==> config.mk <==
export PLATFORM = sky130hd
export DESIGN_NAME = pulse_round_robin_scheduler
export DESIGN_NICKNAME = d
export VERILOG_FILES = /design/src/rtl/pulse_round_robin_scheduler.sv
export SDC_FILE = /design/constraint.sdc
export NUM_CORES = 1
export LEC_CHECK = 0
export BUFFER_PORTS_ARGS = -buffer_cell sky130_fd_sc_hd__buf_4
export CORE_MARGIN = 1.5
export CORE_UTILIZATION = 33
export CTS_BUF_LIST = sky130_fd_sc_hd__clkbuf_4
export CTS_CLUSTER_SIZE = 24
export DETAILED_ROUTE_END_ITERATION = 6
export GPL_TIMING_DRIVEN = 0
export SLEW_MARGIN = 20
export SYNTH_ARGS = -nofsm -noshare
export SYNTH_HDL_FRONTEND = slang
export SYNTH_SLANG_ARGS = --single-unit
==> constraint.sdc <==
create_clock -name clock -period 3.5 [get_ports clock]
set_input_delay 0.35 -clock clock [delete_from_list [all_inputs] [get_ports clock]]
set_output_delay 0.35 -clock clock [all_outputs]
set_load 0.1 [all_outputs]
==> src/rtl/pulse_round_robin_scheduler.sv <==
// pulse_round_robin_scheduler: merges per-channel pulse trains onto one shared line,
// draining saturating pending counters round-robin with a guaranteed low gap between pulses.
module pulse_round_robin_scheduler #(
    parameter int NUM_CHANNELS        = 4,
    parameter int PULSE_COUNTER_WIDTH = 6,
    parameter int GAP_CYCLES          = 1
) (
    input  logic                            clock,
    input  logic                            resetn,
    input  logic [NUM_CHANNELS-1:0]         pulse_in,
    output logic                            pulse_out,
    output logic [$clog2(NUM_CHANNELS)-1:0] pulse_source,
    output logic                            busy,
    output logic [NUM_CHANNELS-1:0]         saturated
);
    localparam int SW = $clog2(NUM_CHANNELS);
    localparam int GW = GAP_CYCLES > 1 ? $clog2(GAP_CYCLES) : 1;
    localparam int W  = PULSE_COUNTER_WIDTH;

    typedef enum logic [1:0] {IDLE, PULSE, GAP} state_t;

    state_t                         state;
    logic [GW-1:0]                  gap_count;
    logic [SW-1:0]                  ptr;
    logic [SW-1:0]                  winner;
    logic [SW-1:0]                  idx;
    logic [SW-1:0]                  next_ptr;
    logic                           found;
    logic                           grant;
    logic [NUM_CHANNELS-1:0]        nonzero;
    logic [NUM_CHANNELS-1:0]        dec;
    logic [NUM_CHANNELS-1:0][W-1:0] count;

    for (genvar i = 0; i < NUM_CHANNELS; i++) begin : g_flags
        assign nonzero[i]   = |count[i];
        assign saturated[i] = &count[i];
    end

    // First nonzero registered count at or after the pointer, wrapping.
    always_comb begin
        winner = '0;
        found  = 1'b0;
        idx    = '0;
        for (int k = 0; k < NUM_CHANNELS; k++) begin
            idx = SW'((int'(ptr) + k) % NUM_CHANNELS);
            if (!found && nonzero[idx]) begin
                found  = 1'b1;
                winner = idx;
            end
        end
    end

    assign grant    = found && (state == IDLE || (state == GAP && gap_count == '0));
    assign next_ptr = (winner == SW'(NUM_CHANNELS - 1)) ? '0 : winner + 1'b1;
    assign dec      = grant ? (NUM_CHANNELS'(1) << winner) : '0;
    assign busy     = (state != IDLE) || (|nonzero);

    // Increment is dropped at saturation unless the same edge also drains one.
    always_ff @(posedge clock or negedge resetn) begin
        if (!resetn) begin
            count <= '0;
        end else begin
            for (int c = 0; c < NUM_CHANNELS; c++)
                count[c] <= count[c] + W'(pulse_in[c] && !dec[c] && !saturated[c]) - W'(dec[c] && !pulse_in[c]);
        end
    end

    always_ff @(posedge clock or negedge resetn) begin
        if (!resetn) begin
            state        <= IDLE;
            gap_count    <= '0;
            ptr          <= '0;
            pulse_out    <= 1'b0;
            pulse_source <= '0;
        end else begin
            pulse_out <= grant;
            if (grant) begin
                state        <= PULSE;
                pulse_source <= winner;
                ptr          <= next_ptr;
            end else if (state == PULSE) begin
                state     <= GAP;
                gap_count <= GW'(GAP_CYCLES - 1);
            end else if (state == GAP) begin
                if (gap_count != '0)
                    gap_count <= gap_count - 1'b1;
                else
                    state <= IDLE;
            end
        end
    end
endmodule

==> results.toml, run 1 <==
[layout]
multi_input_area_um2 = 1380
final_area_um2 = 2630
layout_common_cells = "inv_1 (43), ha_1 (40), dfrtp_1 (31)"
areaGrowthSynthToFinish_pct = 13.7
regArea_um2 = 776
n_antenna_cell = 0
num-nets-final = 291
final_core_utilization_pct = 38.7
fillers = 689
drive_above_1_share_pct = 16.5
final_common_cell = "inv_1"

[floorplanning]
die_h_um = 86.7
start_util_pct = 34.0
boundaryPins = 14
core_um2 = 6790
design.die.area_um2 = 7510
rows = 30
dieWidth_um = 86.7

[routing]
detail-route-antenna-nets = 0
first_pass_iters = 4
remaining_drc_errors = 0
first_iter_violations = 94
avgRoutedWirePerCell_um = 12.3
vias = 1596
vias_per_cell = 4.72
wl_um = 4170

[sta]
fin_crit_sh_pct = 94.8
worst_slew_pin_slew_ns = 0.419
fin_ws_ns = 0.182
hold_violations = 0
setup_violations = 0
max_freq_mhz = 301
period_minus_slack_ns = 3.32
finalClockSkew_ns = 0.0186
holdWs_ns = 0.329
slew_viol_final = 0
slew-limit-headroom_pct = 72.1

[global_route]
grt_start_max_net_pins = 32
overflow = 0
antenna_found_initial = 0
grt_usage_pct = 12.2
grt_pass1_vias = 1562
grt_pass1_wl_um = 7070

[setup_path]
crit_arrival_ns = 3.59
crit_slowest_cell = "fa_1"
crit_top_cell = "ha_1"
crit_chain = "inv_1 > ha_1 > nand4bb_1 > and3_1 > a211oi_4 > nand2_1 > ha_1 > nand3b_1 > a21bo_1 > ha_1 > fa_1 > a21oi_1 > nor2_1 > nor2_1 > xnor2_1"
worstPathRequired_ns = 3.77
critPathCaptureType = "flip-flop"
crit_fanout = 3
startpoint_type = "flip-flop"
criticalPathCategory = "reg -> reg"
max_stage_delay_ns = 0.42

[cts]
clkTransAtPathRegs_ns = 0.11
cts.htree.levels = 2
clk_latency_ns = 0.34
cts.path.max_buffers = 2
cts_tree = "built"
cts_buffers = 5
cts_root_buf = "clkbuf_4"
cts_sinks = 31

[place]
gp_congestion = 0.676
dpl.hpwl_um = 3160
pre_cts_ws_ns = 0.0583
port-buffer-count = 13
placed_area_um2 = 2530

[run]
drv_cap = 0

[synthesis]
synth.avg_cell_area_um2 = 10.5
ys_warn_count = 0
syn-num-nets = 269
synth.distinct_cells = 45
synth_seq_cells = 31
ys_seq_area_share_pct = 33.6
syn-cell-area_um2 = 2310
synth_cells = 219

[worst_hold_path]
holdCritPathClass = "in -> reg"

[outcome]
status = "finished clean"
-- area by class of cell --
type,instances,area share [%]
inverter,43,6.15
clock inverter,2,0.476
multi-input combinational,143,52.6
buffer,2,0.572
clock buffer,6,1.72
tap,96,4.57
sequential,31,29.5
timing repair buffer,15,4.38
-- per-layer routing --
layer	GRT usage [%]	wire, µm
met1	15.7	1960
met5	0	0
met2	19.2	1980
met4	5.57	61
met3	3.05	169
-- worst max-delay path: cells and delay by family, from the launching register on --
kind / cells / cell delay (ns)
xor+xnor: 1 / 0.13
fa+ha+maj: 4 / 1.09
simple gates: 6 / 0.93
flops: 1 / 0.40
buf+inv: 1 / 0.09
compound gates: 3 / 0.62
-- worst paths after layout --
check	start	end	slack (ns)	depth (start not counted)
worst max register to register	count[4]	count[4]	0.18	15
worst max-delay path	count[4]	count[4]	0.18	15
worst min register to register	state[1]	state[0]	0.51	1
min in group asynchronous	resetn	count[5]	0.48	2
max in group asynchronous	resetn	count[11]	2.71	2
worst min-delay path	pulse_in[0]	count[0]	0.33	3
-- stage by stage --
stage	cells	setup TNS, ns
6_report	338	0
5_1_grt	338	-0.0154
4_1_cts	337	0
3_5_place_dp	328	0
3_3_place_gp	328	0
2_1_floorplan	219	0
-- cells in the mapped netlist (all sizes together) --
cell type,number,area share [%]
xnor2,4,1.5
a211oi,2,0.87
a31oi,1,0.27
o31ai,3,0.98
nand3,6,1.3
a21o,4,1.3
clkbuf,1,0.16
a21bo,4,1.7
nand4,1,0.27
o2bb2ai,2,0.76
o211a,3,1.3
fa,4,3.5
nor4b,3,1.1
mux2i,1,0.43
o2111a,1,0.49
a41oi,1,1.2
nand2b,1,0.27
nand3b,1,0.33
and3,1,0.27
o21a,1,0.33
and2,1,0.27
mux2,3,1.8
nand4bb,2,0.98
and4,4,1.6
nand2,4,0.65
o21ai,3,0.65
a2111oi,3,1.1
o21bai,2,0.65
ha,40,22
inv,43,7.0
and4bb,4,2.8
a311oi,1,0.38
nor2,11,1.8
xor2,8,3.0
dfrtp,31,34
a21oi,10,2.3
buf,1,0.49
o22ai,1,0.27
or3,1,0.27
nor3b,1,0.33
-- flip-flops by register name, indices dropped and copies added (netlist names) --
register	cells
count	24
ptr	2
pulse_out	1
pulse_source	2
state	2
-- kinds of logic after synthesis --
family / Yosys count / share of synthesized area [%]
compound gates: 42 / 14.6
xor+xnor: 12 / 4.55
fa+ha+maj: 44 / 25.1
buf+inv: 45 / 7.64
flops: 31 / 33.6
mux: 4 / 2.22
simple gates: 41 / 12.2
-- repair_timing --
item	in CTS	in global routing
endpoints found under the hold margin	31	0
setup endpoints to repair	0	7
gates resized for setup	0	6
setup buffers	0	1
hold buffers	1	0
Power of run 1 is not shown: default switching activity piles up to over one toggle a cycle in this logic, so the estimate is an artifact.
==> run 2: changes to the inputs <==
Settings changed: CORE_ASPECT_RATIO from default to 0.75, RECOVER_POWER from default to 25.
==> run 2 against run 1 <==
Net effect:
- the flow now finishes with violations (max-capacitance violations, max-slew violations)
- cell area fell by 0.71%
- cell count shrank 3.6%
- fmax rose by 0.57%
==> results.toml, run 2 (same netlist as run 1, synthesis figures left out) <==
[routing]
wl_um = 4080
vias = 1554
vias_per_cell = 4.77
first_iter_violations = 26
avgRoutedWirePerCell_um = 12.5
remaining_drc_errors = 0
first_pass_iters = 4
detail-route-antenna-nets = 0

[layout]
multi_input_area_um2 = 1380
regArea_um2 = 776
n_antenna_cell = 0
areaGrowthSynthToFinish_pct = 12.9
fillers = 669
largest_reg_flops = 24
layout_common_cells = "inv_1 (43), ha_1 (40), dfrtp_1 (31)"
num-nets-final = 293
largest_register = "count"
final_common_cell = "inv_1"
final_area_um2 = 2610
drive_above_1_share_pct = 16.1
fin_cells = 326

[sta]
setup_violations = 0
slew_viol_final = 32
hold_violations = 0
max_freq_mhz = 303
slew-limit-headroom_pct = -18.5
fin_crit_sh_pct = 94.3
finalClockSkew_ns = 0.00752
worst_slew_pin_slew_ns = 1.78
period_minus_slack_ns = 3.30
fin_ws_ns = 0.201
rsz0062_at_grt = "false"

[cts]
cts.htree.levels = 2
cts_root_buf = "clkbuf_4"
cts_sinks = 31
cts.path.max_buffers = 2
clkTransAtPathRegs_ns = 0.09
clk_latency_ns = 0.33
cts_tree = "built"
cts_buffers = 5

[place]
pre_cts_ws_ns = -0.0496
gp_congestion = 0.803
placed_area_um2 = 2510
place_inst = 316
port-buffer-count = 13
dpl.hpwl_um = 3150

[setup_path]
crit_slowest_cell = "dfrtp_1"
crit_top_cell = "ha_1"
startpoint_type = "flip-flop"
max_stage_delay_ns = 0.43
crit_chain = "inv_1 > ha_1 > nand4bb_1 > and3_1 > a211oi_4 > nand2_1 > ha_1 > nand3b_1 > a21bo_1 > ha_1 > fa_1 > a21oi_1 > nor2_1 > nor2_1 > xnor2_1"
critPathCaptureType = "flip-flop"
crit_family = "adder cells"
worstPathRequired_ns = 3.76
crit_buf_inv = 1
crit_arrival_ns = 3.56
criticalPathCategory = "reg -> reg"
crit_fanout = 4

[floorplanning]
dieWidth_um = 99.6
core_um2 = 6800
start_util_pct = 34.0
boundaryPins = 14
design.die.area_um2 = 7520
rows = 26
die_h_um = 75.5

[run]
drv_cap = 1

[global_route]
antenna_found_initial = 0
grt_pass1_vias = 1519
overflow = 0
grt_start_max_net_pins = 32
grt_usage_pct = 11.9
grt_pass1_wl_um = 6920

[worst_hold_path]
holdCritPathClass = "in -> reg"

[outcome]
status = "finished with violations"
failed_checks = "max-capacitance violations, max-slew violations"
## run 2: cell types whose count changed in the layout (fill, tap and decap cells not counted), sizes merged
| cell | delta |
|---|---|
| buf | +1 |
| clkbuf | +1 |
| clkinv | -1 |
| clkinvlp | -1 |
## run 2: per-stage QoR
stage / util, % / TNS [ns] / hold WS (ns)
after global placement: 37.0 / 0 / 0.323
after floorplan: - / 0 / 0.0544
after detailed placement: 37.0 / -0.0496 / 0.327
final: 38.4 / 0 / 0.351
after global routing: 38.4 / 0 / 0.339
after CTS: 37.8 / 0 / 0.329
## run 2: worst register-to-register path, cell delays in order, from the launching register on
cell       delay, ns
dfrtp_1         0.43
inv_1           0.09
ha_1            0.17
nand4bb_1       0.17
and3_1          0.26
a211oi_4        0.27
nand2_1         0.15
ha_1            0.26
nand3b_1        0.14
a21bo_1         0.23
ha_1            0.20
fa_1            0.41
a21oi_1         0.16
nor2_1          0.06
nor2_1          0.12
xnor2_1         0.13
## run 2: timing repair
item,CTS,global route
cloned,0,0
setup endpoints to repair,1,6
gates resized for setup,2,5
pin swaps,0,1
setup buffers,0,3
hold buffers,1,0
hold endpoints to repair,31,0
## run 2: routing by layer
| metal | GRT usage [%] | part of all wire (%) | up-vias | wire length (µm) |
|---|---|---|---|---|
| li1 | - | - | 804 | - |
| met1 | 15.5 | 52 | 732 | 2130 |
| met2 | 19.6 | 44 | 14 | 1790 |
| met3 | 3.94 | 3.4 | 4 | 137 |
| met4 | 2.82 | 0.83 | 0 | 34 |
| met5 | 0 | 0 | - | 0 |
## run 2: worst paths after layout
kind,to,depth (start not counted),slack [ns],startpoint
setup reg to reg,count[4],15,0.20,count[3]
setup / recovery,count[4],15,0.20,count[3]
min in group asynchronous,count[21],2,1.02,resetn
hold reg to reg,state[0],1,0.52,state[1]
hold / removal,count[0],3,0.35,pulse_in[0]
max in group asynchronous,count[18],2,1.45,resetn
## run 2: cell type report
| cell class | instances | share of cell area (%) |
|---|---|---|
| Multi-Input combinational cell | 143 | 52.9 |
| Inverter | 43 | 6.19 |
| Buffer | 2 | 0.576 |
| Tap cell | 84 | 4.03 |
| Sequential cell | 31 | 29.8 |
| Clock buffer | 6 | 1.73 |
| Timing Repair Buffer | 17 | 4.85 |
Power of run 2 is left out for the same reason.
==> run 3: changes to the inputs <==
--- a/config.mk
+++ b/config.mk
@@ -8,5 +8,4 @@
 export BUFFER_PORTS_ARGS = -buffer_cell sky130_fd_sc_hd__buf_4
 export CORE_ASPECT_RATIO = 0.75
-export CORE_MARGIN = 1.5
 export CORE_UTILIZATION = 33
 export CTS_BUF_LIST = sky130_fd_sc_hd__clkbuf_4
==> constraint.sdc (replaced) <==
create_clock -name clock -period 3.5 [get_ports clock]
set_input_delay 0.175 -clock clock [delete_from_list [all_inputs] [get_ports clock]]
set_output_delay 0.175 -clock clock [all_outputs]
set_load 0.1 [all_outputs]
==> run 3 against run 2 <==
Net effect:
- the run still ends with max-capacitance violations, max-slew violations left
- non-clock buffer count increased by 1
- utilization increased by 0.44 points
- die area is 2.3% lower
- register-to-register slack hardly changed
- first-iteration DRC count rose to 3.5 times the previous value
- hold slack worse by 0.19 ns
- setup slack hardly changed
- critical path depth decreased by 1
- fmax about the same
- clock skew shrank 0.0020 ns
- sequential share of layout area shrank 0.34 points
- cell count is 0.92% higher
- highest routed layer unchanged
==> results.toml, run 3 (same netlist as run 1, synthesis figures left out) <==
[routing]
avgRoutedWirePerCell_um = 12.5
first_pass_iters = 4
detail-route-antenna-nets = 0
vias_per_cell = 4.81
vias = 1584
first_iter_violations = 90
remaining_drc_errors = 0
wl_um = 4120

[sta]
period_minus_slack_ns = 3.30
setup_violations = 0
hold_violations = 0
worst_slew_pin_slew_ns = 1.76
slew_viol_final = 32
max_freq_mhz = 303
slew-limit-headroom_pct = -17.1
fin_crit_sh_pct = 94.3
fin_ws_ns = 0.200
finalClockSkew_ns = 0.00556

[floorplanning]
die_h_um = 74.5
dieWidth_um = 98.6
design.die.area_um2 = 7340
core_um2 = 6800
start_util_pct = 34.0
boundaryPins = 14
rows = 26

[setup_path]
crit_arrival_ns = 3.51
startpoint = "count[20]"
reg2reg_depth = 14
criticalPathCategory = "reg -> reg"
r2r-end = "count[11]"
critPathCaptureType = "flip-flop"
crit_fanout = 5
startpoint_type = "flip-flop"
endpoint = "count[11]"
r2r_slack_ns = 0.20
reg2reg_from = "count[20]"
worstPathRequired_ns = 3.71

[place]
pre_cts_ws_ns = 0.0344
port-buffer-count = 13
dpl.hpwl_um = 3180
place_inst = 316
placed_area_um2 = 2510
gp_congestion = 0.793

[worst_hold_path]
holdCritPathClass = "in -> reg"

[layout]
final_area_um2 = 2640
drive_above_1_share_pct = 17.1
largest_reg_flops = 24
fillers = 676
layout_common_cells = "inv_1 (43), ha_1 (39), dfrtp_1 (31)"
fin_cells = 329
final_core_utilization_pct = 38.8
final_common_cell = "inv_1"
largest_register = "count"
n_antenna_cell = 0
areaGrowthSynthToFinish_pct = 14.2
num-nets-final = 294

[outcome]
failed_checks = "max-capacitance violations, max-slew violations"
status = "finished with violations"

[global_route]
grt_pass1_wl_um = 6980
antenna_found_initial = 0
overflow = 0
grt_usage_pct = 12.6
grt_start_max_net_pins = 32
grt_pass1_vias = 1531

[cts]
cts.htree.levels = 2
cts_tree = "built"
cts_root_buf = "clkbuf_4"
cts_buffers = 5
clk_latency_ns = 0.34
cts.path.max_buffers = 2
clkTransAtPathRegs_ns = 0.10
cts_sinks = 31

[run]
drv_cap = 1
[run 3: stage by stage]
stage               TNS (ns)  hold WS (ns)
floorplan                  0        -0.121
global placement           0         0.146
detailed placement         0         0.151
CTS                        0         0.151
global route        -0.00247         0.177
finish                     0         0.158
[run 3: worst min path at each step]
stage,from,endpoint,cells after the start
floorplan,resetn,count[0],0
global placement,resetn,count[1],1
global route,pulse_in[0],count[0],3
CTS,pulse_in[0],count[0],3
finish,pulse_in[0],count[0],3
detailed placement,resetn,pulse_source[0],1
[run 3: what timing repair did]
item,in CTS,in global routing
pin swaps,1,4
endpoints found under the hold margin,31,0
resized for setup,0,11
endpoints found under the setup margin,1,6
hold buffers,1,0
setup buffers,0,4
[run 3: final cells by class]
class	instances	area, µm²	area share, %
clock buffers	6	45.0	1.71
flip-flops and latches	31	776	29.4
clock inverters	2	7.51	0.285
well taps	84	105	3.98
repair buffers	18	134	5.08
plain buffers	2	15.0	0.569
inverters	43	161	6.12
multi-input cells	143	1390	52.8
[run 3: layer usage]
layer / vias up / track usage [%] / wire [µm]
li1: 808 / - / -
met1: 755 / 16.8 / 2180
met2: 16 / 19.2 / 1720
met3: 5 / 3.95 / 158
met4: 0 / 4.98 / 51
met5: - / 0 / 0
[run 3: worst max-delay path: stages (launching register included)]
cell       delay, ns
dfrtp_1         0.39
inv_1           0.08
ha_1            0.20
and4bb_4        0.22
o2bb2ai_1       0.16
a211oi_4        0.33
and2_4          0.20
ha_1            0.20
nand2_1         0.06
a21bo_2         0.19
ha_1            0.19
a21o_1          0.16
a21oi_1         0.30
nor4b_1         0.10
a2111oi_1       0.39
Power of run 3 is left out for the same reason.
